## src/rtl/dmem_req_ctrl.sv

```systemverilog
// rtl/dmem_req_ctrl.sv - registers pipeline load/store requests and sequences them onto mem_system
module dmem_req_ctrl #(
   parameter int TIMEOUT_CYCLES = 64
) (
   input  logic        clk,
   input  logic        rst,
   input  logic        req_valid,
   input  logic        req_rd,
   input  logic        req_wr,
   input  logic [15:0] req_addr,
   input  logic [15:0] req_wdata,
   output logic        req_ready,
   output logic        resp_valid,
   output logic [15:0] resp_rdata,
   output logic        resp_err,
   output logic        busy,
   output logic [15:0] mem_Addr,
   output logic [15:0] mem_DataIn,
   output logic        mem_Rd,
   output logic        mem_Wr,
   input  logic [15:0] mem_DataOut,
   input  logic        mem_Done,
   input  logic        mem_Stall,
   input  logic        mem_CacheHit,
   input  logic        mem_err,
   input  logic        stats_clr,
   output logic [15:0] hit_count,
   output logic [15:0] miss_count
);

   typedef enum logic [2:0] {IDLE, ISSUE, WAIT, RESP, DRAIN} state_t;

   localparam logic [7:0] TMO_LAST = 8'(TIMEOUT_CYCLES - 1);

   state_t      state_q, state_d;
   logic        op_wr_q, op_wr_d;
   logic        err_seen_q, err_seen_d;
   logic [7:0]  tmo_cnt_q, tmo_cnt_d;
   logic        req_ready_q, req_ready_d;
   logic        resp_valid_q, resp_valid_d;
   logic [15:0] resp_rdata_q, resp_rdata_d;
   logic        resp_err_q, resp_err_d;
   logic        busy_q, busy_d;
   logic [15:0] mem_addr_q, mem_addr_d;
   logic [15:0] mem_datain_q, mem_datain_d;
   logic        mem_rd_q, mem_rd_d;
   logic        mem_wr_q, mem_wr_d;
   logic [15:0] hit_count_q, hit_count_d;
   logic [15:0] miss_count_q, miss_count_d;

   logic        illegal;
   logic        done_err;
   logic        count_en;
   logic        stall_unused;

   assign stall_unused = mem_Stall;

   always_comb begin
      state_d      = state_q;
      op_wr_d      = op_wr_q;
      err_seen_d   = err_seen_q;
      tmo_cnt_d    = tmo_cnt_q;
      resp_valid_d = 1'b0;
      resp_rdata_d = resp_rdata_q;
      resp_err_d   = resp_err_q;
      mem_addr_d   = mem_addr_q;
      mem_datain_d = mem_datain_q;
      mem_rd_d     = 1'b0;
      mem_wr_d     = 1'b0;
      count_en     = 1'b0;
      illegal      = (req_rd == req_wr) | req_addr[0];
      done_err     = mem_err | err_seen_q;

      case (state_q)
         IDLE: begin
            if (req_valid && req_ready_q) begin
               mem_addr_d   = req_addr;
               mem_datain_d = req_wdata;
               op_wr_d      = req_wr;
               if (illegal) begin
                  state_d      = RESP;
                  resp_valid_d = 1'b1;
                  resp_rdata_d = 16'h0000;
                  resp_err_d   = 1'b1;
               end else begin
                  state_d  = ISSUE;
                  mem_rd_d = req_rd;
                  mem_wr_d = req_wr;
               end
            end
         end
         ISSUE: begin
            state_d    = WAIT;
            tmo_cnt_d  = 8'd0;
            err_seen_d = 1'b0;
         end
         WAIT: begin
            err_seen_d = done_err;
            // A Done arriving on the last allowed cycle still completes normally.
            if (mem_Done) begin
               state_d      = RESP;
               resp_valid_d = 1'b1;
               resp_rdata_d = op_wr_q ? 16'h0000 : mem_DataOut;
               resp_err_d   = done_err;
               count_en     = ~done_err;
            end else if (tmo_cnt_q == TMO_LAST) begin
               state_d      = DRAIN;
               resp_valid_d = 1'b1;
               resp_rdata_d = 16'h0000;
               resp_err_d   = 1'b1;
            end else begin
               tmo_cnt_d = tmo_cnt_q + 8'd1;
            end
         end
         RESP: begin
            state_d = IDLE;
         end
         DRAIN: begin
            if (mem_Done) begin
               state_d = IDLE;
            end
         end
         default: begin
            state_d = IDLE;
         end
      endcase

      req_ready_d = (state_d == IDLE);
      busy_d      = (state_d != IDLE);

      hit_count_d  = hit_count_q;
      miss_count_d = miss_count_q;
      if (stats_clr) begin
         hit_count_d  = 16'h0000;
         miss_count_d = 16'h0000;
      end else if (count_en) begin
         if (mem_CacheHit) begin
            if (hit_count_q != 16'hFFFF) begin
               hit_count_d = hit_count_q + 16'd1;
            end
         end else if (miss_count_q != 16'hFFFF) begin
            miss_count_d = miss_count_q + 16'd1;
         end
      end
   end

   always_ff @(posedge clk) begin
      if (rst) begin
         state_q      <= IDLE;
         op_wr_q      <= 1'b0;
         err_seen_q   <= 1'b0;
         tmo_cnt_q    <= 8'd0;
         req_ready_q  <= 1'b1;
         resp_valid_q <= 1'b0;
         resp_rdata_q <= 16'h0000;
         resp_err_q   <= 1'b0;
         busy_q       <= 1'b0;
         mem_addr_q   <= 16'h0000;
         mem_datain_q <= 16'h0000;
         mem_rd_q     <= 1'b0;
         mem_wr_q     <= 1'b0;
         hit_count_q  <= 16'h0000;
         miss_count_q <= 16'h0000;
      end else begin
         state_q      <= state_d;
         op_wr_q      <= op_wr_d;
         err_seen_q   <= err_seen_d;
         tmo_cnt_q    <= tmo_cnt_d;
         req_ready_q  <= req_ready_d;
         resp_valid_q <= resp_valid_d;
         resp_rdata_q <= resp_rdata_d;
         resp_err_q   <= resp_err_d;
         busy_q       <= busy_d;
         mem_addr_q   <= mem_addr_d;
         mem_datain_q <= mem_datain_d;
         mem_rd_q     <= mem_rd_d;
         mem_wr_q     <= mem_wr_d;
         hit_count_q  <= hit_count_d;
         miss_count_q <= miss_count_d;
      end
   end

   assign req_ready  = req_ready_q;
   assign resp_valid = resp_valid_q;
   assign resp_rdata = resp_rdata_q;
   assign resp_err   = resp_err_q;
   assign busy       = busy_q;
   assign mem_Addr   = mem_addr_q;
   assign mem_DataIn = mem_datain_q;
   assign mem_Rd     = mem_rd_q;
   assign mem_Wr     = mem_wr_q;
   assign hit_count  = hit_count_q;
   assign miss_count = miss_count_q;

endmodule

```

## config.mk

```make
export PLATFORM = sky130hd
export DESIGN_NAME = dmem_req_ctrl
export DESIGN_NICKNAME = d
export VERILOG_FILES = /design/src/rtl/dmem_req_ctrl.sv
export SDC_FILE = /design/constraint.sdc
export NUM_CORES = 1
export LEC_CHECK = 0
export ABC_AREA = 1
export CORE_MARGIN = 2
export CORE_UTILIZATION = 50
export CTS_CLUSTER_SIZE = 16
export DETAILED_ROUTE_END_ITERATION = 6
export PLACE_DENSITY_LB_ADDON = 0.1
export REMOVE_ABC_BUFFERS = 1
export SYNTH_ARGS = -nofsm -noshare
export SYNTH_HDL_FRONTEND = slang
export SYNTH_SLANG_ARGS = --single-unit
export TNS_END_PERCENT = 5
```

## constraint.sdc

```tcl
create_clock -name clk -period 3.7 [get_ports clk]
set_input_delay 0.37 -clock clk [delete_from_list [all_inputs] [get_ports clk]]
set_output_delay 0.37 -clock clk [all_outputs]
set_load 0.005 [all_outputs]
```

==> results.toml <==
[status]
status = "completed"

[synthesis]
ys_ff_latch = 99
synth-async-reset-ratio_pct = 0
ys_warn_count = 0
synth_top_area_share_pct = 43.8
syn_avg_cell_area_um2 = 6.88
syn_inst = 657
ys_types = 29
synth_edf_count = 0
syn-cell-area_mm2 = 0.00452
synthFlopType = "dfxtp_1"
ys_seq_area_share_pct = 43.8
synth.area.top_cells = "dfxtp_1 44%, nand2_1 21%, a21oi_1 9.4%, nor2_1 4.9%, nand3_1 4.1%"
synth.most_common_cell = "nand2_1"
synth_top_cells_by_count = "247 x nand2_1, 99 x dfxtp_1, 85 x a21oi_1"
synth_area_leader_cell = "dfxtp_1"

[setup_path]
cpMostUsedCell = "nand2_1"
cpPeakStageDelay_ns = 0.74
path_class = "reg2reg"
crit_slowest_cell = "o21ai_1"
worstPathArrival_ns = 2.48
r2r_slack_ns = 1.50
path_cells = "ha_1, nand3_1, inv_2, nand2_1, o21ai_1, nand2_1, a21oi_1"
startpoint_type = "flip-flop"
end_kind = "flip-flop"
critPathRequiredTime_ns = 3.98
cp_max_fo = 11

[placed_design]
dp_cells = 887
place_congestion = 0.906
hpwl_mm = 8.29
port_buffers = 142
pre_cts_ws_ns = 1.33

[cts]
cts_root_buf = "clkbuf_8"
cts_num_sinks = 99
cts_resized = 0
hold_buffers = 0
post_cts_buffers = 0
cts_tree = "yes"
worstSkewPairLatency_ns = 0.37
h-tree-depth = 3
numCtsBuffers = 9
clock_path_buffers = 2
clk_pin_slew_worst_paths_ns = 0.10

[sta]
rsz0062_at_grt = "false"
timing.slew.headroom_pct = 39.6
timing.fmax_mhz = 455
setup_viol = 0
slew_violations = 0
fin_crit_ns = 2.20
fin_ws_ns = 1.50
tightest_slew_ns = 0.900
hold_viol_final = 0
hold_slack_ns = 0.465
skew_ns = 0.0180
final.setup.tns_ns = 0
period_share_pct = 59.4

[cells_and_area]
final_nets = 851
fill_cells = 737
drive_gt1_share_pct = 6.16
final_cells = 903
area_delta_synth_final_pct = 36.3
antenna_cells = 0

[global_routing]
antenna_found_initial = 0
grt.total_usage_pct = 23.4
overflow = 0
grt_pass1_wl_mm = 19.0
grt_max_degree = 62
grt_pass1_vias = 4274

[pwr]
power_density_mw_per_mm2 = 438
p_leak_nw = 2.15
switching_share_pct = 32.7
worst_ir_drop_vdd_uv = 419
comb_power_share_pct = 28.2
p_sw_mw = 0.884
seq_power_share_pct = 46.4
p_int_mw = 1.82
clock_power_share_pct = 25.4

[floorplan]
start_util_pct = 51.6
rows = 34
dieWidth_um = 99.1
fp.coreArea_mm2 = 0.00876
die_area_mm2 = 0.00982
pin_count = 144
die_y_um = 99.1

[routing]
via_count = 4584
wl_per_cell_um = 12.7
drt_iter0_markers = 206
drc = 0
via_per_inst = 5.08
ant_nets = 0
dr.pass1.iters = 5
wirelength_mm = 11.5

[worst_hold_path]
min_path_type = "reg2reg"

[run]
drv_cap = 0
## routing by layer
metal | share of wire [%] | track usage, % | up-vias
met2 | 48 | 39.4 | 148
met1 | 41 | 27.0 | 2063
met5 | 0 | 0 | -
met3 | 9.3 | 10.3 | 12
li1 | - | - | 2361
met4 | 1.5 | 6.74 | 0
## cells in the final DEF, fill, tap and decap left out, types with 7 or more instances in the layout
cell,synthesis,final
nand2_1,247,247
clkdlybuf4s50_1,0,141
dfxtp_1,99,99
a21oi_1,85,85
nor2_1,59,59
inv_1,38,38
nand3_1,37,37
nand4_1,13,13
clkbuf_8,0,10
xnor2_1,8,8
inv_2,7,7
## power groups by stage
stage | Combinational, mW | Sequential (mW) | Clock [mW]
2_1_floorplan | 0.364 | 1.28 | 0
3_3_place_gp | 0.760 | 1.27 | 0
3_5_place_dp | 0.768 | 1.28 | 0
4_1_cts | 0.771 | 1.25 | 0.703
5_1_grt | 0.849 | 1.27 | 0.742
6_report | 0.762 | 1.25 | 0.686
## sequential cells by signal, summed over array words and instances, names as in the netlist
name,count
mem_Wr,1
hit_count,16
op_wr_q,1
err_seen_q,1
mem_Addr,16
tmo_cnt_q,8
resp_valid,1
mem_DataIn,16
miss_count,16
mem_Rd,1
resp_rdata,16
state_q,3
req_ready,1
busy,1
resp_err,1
## critical path: cells and delay by family (launching register included)
kind                     cells  cell delay (ns)
buffers and inverters        1             0.09
flip-flops                   1             0.47
adder cells (fa/ha/maj)      1             0.29
AO/OA/AOI/OAI                2             0.91
AND/OR/NAND/NOR              3             0.37
## area by class of cell
| cell class | instances | area, µm² | area share, % |
|---|---|---|---|
| clock buffers | 10 | 138 | 2.23 |
| clock inverters | 6 | 56.3 | 0.914 |
| inverters | 45 | 169 | 2.74 |
| multi-input cells | 489 | 2230 | 36.3 |
| flip-flops and latches | 99 | 1980 | 32.2 |
| well taps | 108 | 135 | 2.19 |
| repair buffers | 146 | 1450 | 23.5 |
## final timing paths
| check | start | end | cells after the start |
|---|---|---|---|
| min | resp_rdata[12] | resp_rdata[12] | 2 |
| max | miss_count[0] | miss_count[15] | 7 |
| max reg2reg | miss_count[0] | miss_count[15] | 7 |
| min reg2reg | resp_rdata[12] | resp_rdata[12] | 2 |
## stage by stage
stage / instance area (µm²) / utilization [%] / total power, mW
finish: 6160 / 70.3 / 2.70
global route: 6160 / 70.3 / 2.86
CTS: 6160 / 70.3 / 2.73
detailed placement: 5970 / 68.1 / 2.04
global placement: 5970 / 68.1 / 2.03
floorplan: 4380 / - / 1.64
## cells by family after synthesis
family | Yosys count | share of synthesized area, %
and+or+nand+nor | 380 | 35.6
adders and majority gates | 3 | 0.830
buffers and inverters | 69 | 6.75
AOI/OAI and AO/OA | 96 | 11.0
DFF | 99 | 43.8
xor gates and xnor gates | 10 | 1.94
No activity file was read; power rests on OpenSTA's default activity.
==> edit: new RTL, same settings <==
Make the reset (`rst`) asynchronous in one clocked block.
--- a/src/rtl/dmem_req_ctrl.sv
+++ b/src/rtl/dmem_req_ctrl.sv
@@ -146,3 +146,3 @@
 
-   always_ff @(posedge clk) begin
+   always_ff @(posedge clk or posedge rst) begin
       if (rst) begin
Check against the original RTL: differs if rst is asserted again (counterexample within 4 cycles, from zero or initial values and one cycle with rst high); with rst held inactive, the same outputs for 4 cycles.
==> edit against the unedited design <==
Total power rose by 29%; final area increased by 7.5%; cell count grew 2.7%; sequential cell count did not move; synthesized area is 9.1% higher; combinational power is 68% higher; utilization fell by 1.9 points; routed wire length rose by 1.1%; setup slack gained 0.13 ns.
==> edit: results (changes against the unedited design) <==
Status
  • Status: finished, final reports clean

STA
  • Worst clock skew: 0.01730 ns (-0.0007020 ns)
  • Fin crit share: 0.5583 (-0.03576)
  • Slew HR: 0.4628 (+0.06668)

Final layout
  • Layout net count: 850 (-0.12%)
  • Syn-to-layout area delta: 34.26%
  • Fillers: 851 (+15%)
  • Ratio of cells with drive above 1 in the final layout: 0.05290 (-0.008738)
  • Number of antenna diodes: 0 (unchanged)

Place
  • GP Congestion: 0.9349 (+3.2%)
  • Hpwl dp: 8393 um (+1.3%)
  • Post-DP Area: 6440 um2 (+7.9%)
  • Dpl ws: 1.309 ns (-0.02519 ns)

CTS
  • Clk pin slew, worst setup/hold paths: between 0.1 and 0.15 ns
  • Post-cts resize count: 0 (unchanged)
  • CTS root buf: clkbuf_8
  • CTS Buf Count: 9 (unchanged)

GRT
  • Tot GR Track Use: 0.2253 (-0.008877)
  • Initial antenna violation count: 0 (unchanged)
  • First-pass GRT wire length: 18920 um (-0.44%)
  • Vias in the first global route: 4223 (-1.2%)
  • Largest net degree at the start of global routing: 57 (-8.1%)

Yosys
  • Ys async rst share: 1.000 (+1.000)
  • Synth unique cells: 31 (+6.9%)
  • Seq/Total Area, Yosys: 0.5028 (+0.06438)
  • Largest cells by area after synthesis: dfrtp_1 (50%), nand2_1 (22%), nand3_1 (6.3%)
  • Synth Flop Type: dfrtp_1
  • Post-synth top cells: nand2_1 (285), dfrtp_1 (98), nand3_1 (62)

Pwr
  • Leak: 3.171 nW (+48%)
  • Max IR drop VDD: 368.9 uV (-12%)

Worst hold path
  • Hold/Removal Path Class: in -> async

Routing
  • Routed wire length: 11630 um (+1.1%)
  • Iteration-0 DRC Markers: 204 (-0.97%)
  • Via count: 4566 (-0.39%)
  • Drt pass-1 iters: 4 (-1)

Setup path
  • R2R setup slack: 1.63 ns (+0.13 ns)
  • Max FO, Critical Path: 20 (+9)
  • CP delay by family, top: simple AND/OR/NAND/NOR gates
  • Slowest stage delay, CP: 0.55 ns (-0.19 ns)
  • Crit path DAT: 2.36 ns (-0.12 ns)
  • CP max stage cell: nand2_1
[edit: final timing paths]
kind                           startpoint             end  cells past startpoint
setup / recovery             tmo_cnt_q[0]    tmo_cnt_q[7]                      8
hold / removal                        rst   mem_DataIn[6]                      2
setup reg to reg             tmo_cnt_q[0]    tmo_cnt_q[7]                      8
hold reg to reg            mem_DataIn[12]  mem_DataIn[12]                      2
max in group asynchronous             rst   miss_count[8]                      3
min in group clk           mem_DataIn[12]  mem_DataIn[12]                      2
[edit: layout make-up]
cell class,instances,area share
clock buffer,10,0.01928
clock inverter,6,0.007750
inverter,54,0.03100
multi-input combinational,480,0.3223
sequential,99,0.3745
tap,133,0.02514
timing repair buffer,145,0.2200
[edit: through the flow]
stage               instances  hold WS, ns
floorplan                 633       0.4619
global placement          911       0.4529
detailed placement        911       0.4579
CTS                       927       0.4003
global route              927       0.4445
finish                    927       0.3834
[edit: cell families after synthesis]
kind of cell,after synthesis,share of synthesized area
adder cells (fa/ha/maj),3,0.007615
buffers and inverters,72,0.06447
XOR/XNOR,11,0.01954
AO/OA/AOI/OAI,34,0.03731
AND/OR/NAND/NOR,432,0.3683
flip-flops,99,0.5028
[edit: per-layer routing]
metal | GRT usage | wire (um) | vias to the layer above | share of wire
met2 | 0.3851 | 5607 | 136 | 0.48
met3 | 0.07124 | 859 | 9 | 0.074
met5 | 0 | 0 | - | 0
met1 | 0.2779 | 5048 | 2120 | 0.43
met4 | 0.05870 | 111 | 0 | 0.0095
li1 | - | - | 2301 | -
[edit: report_power, final]
group | switching, mW | total, mW | internal (mW)
Combinational | 0.609 | 1.28 | 0.674
Sequential | 0.171 | 1.55 | 1.38
Clock | 0.399 | 0.651 | 0.252
Total | 1.18 | 3.48 | 2.30
[edit: worst register-to-register path, delay by kind of cell (launching register included)]
kind / cells / cell delay, ns
buf+inv: 1 / 0.10
flops: 1 / 0.42
fa+ha+maj: 1 / 0.24
compound gates: 1 / 0.22
simple gates: 5 / 1.01
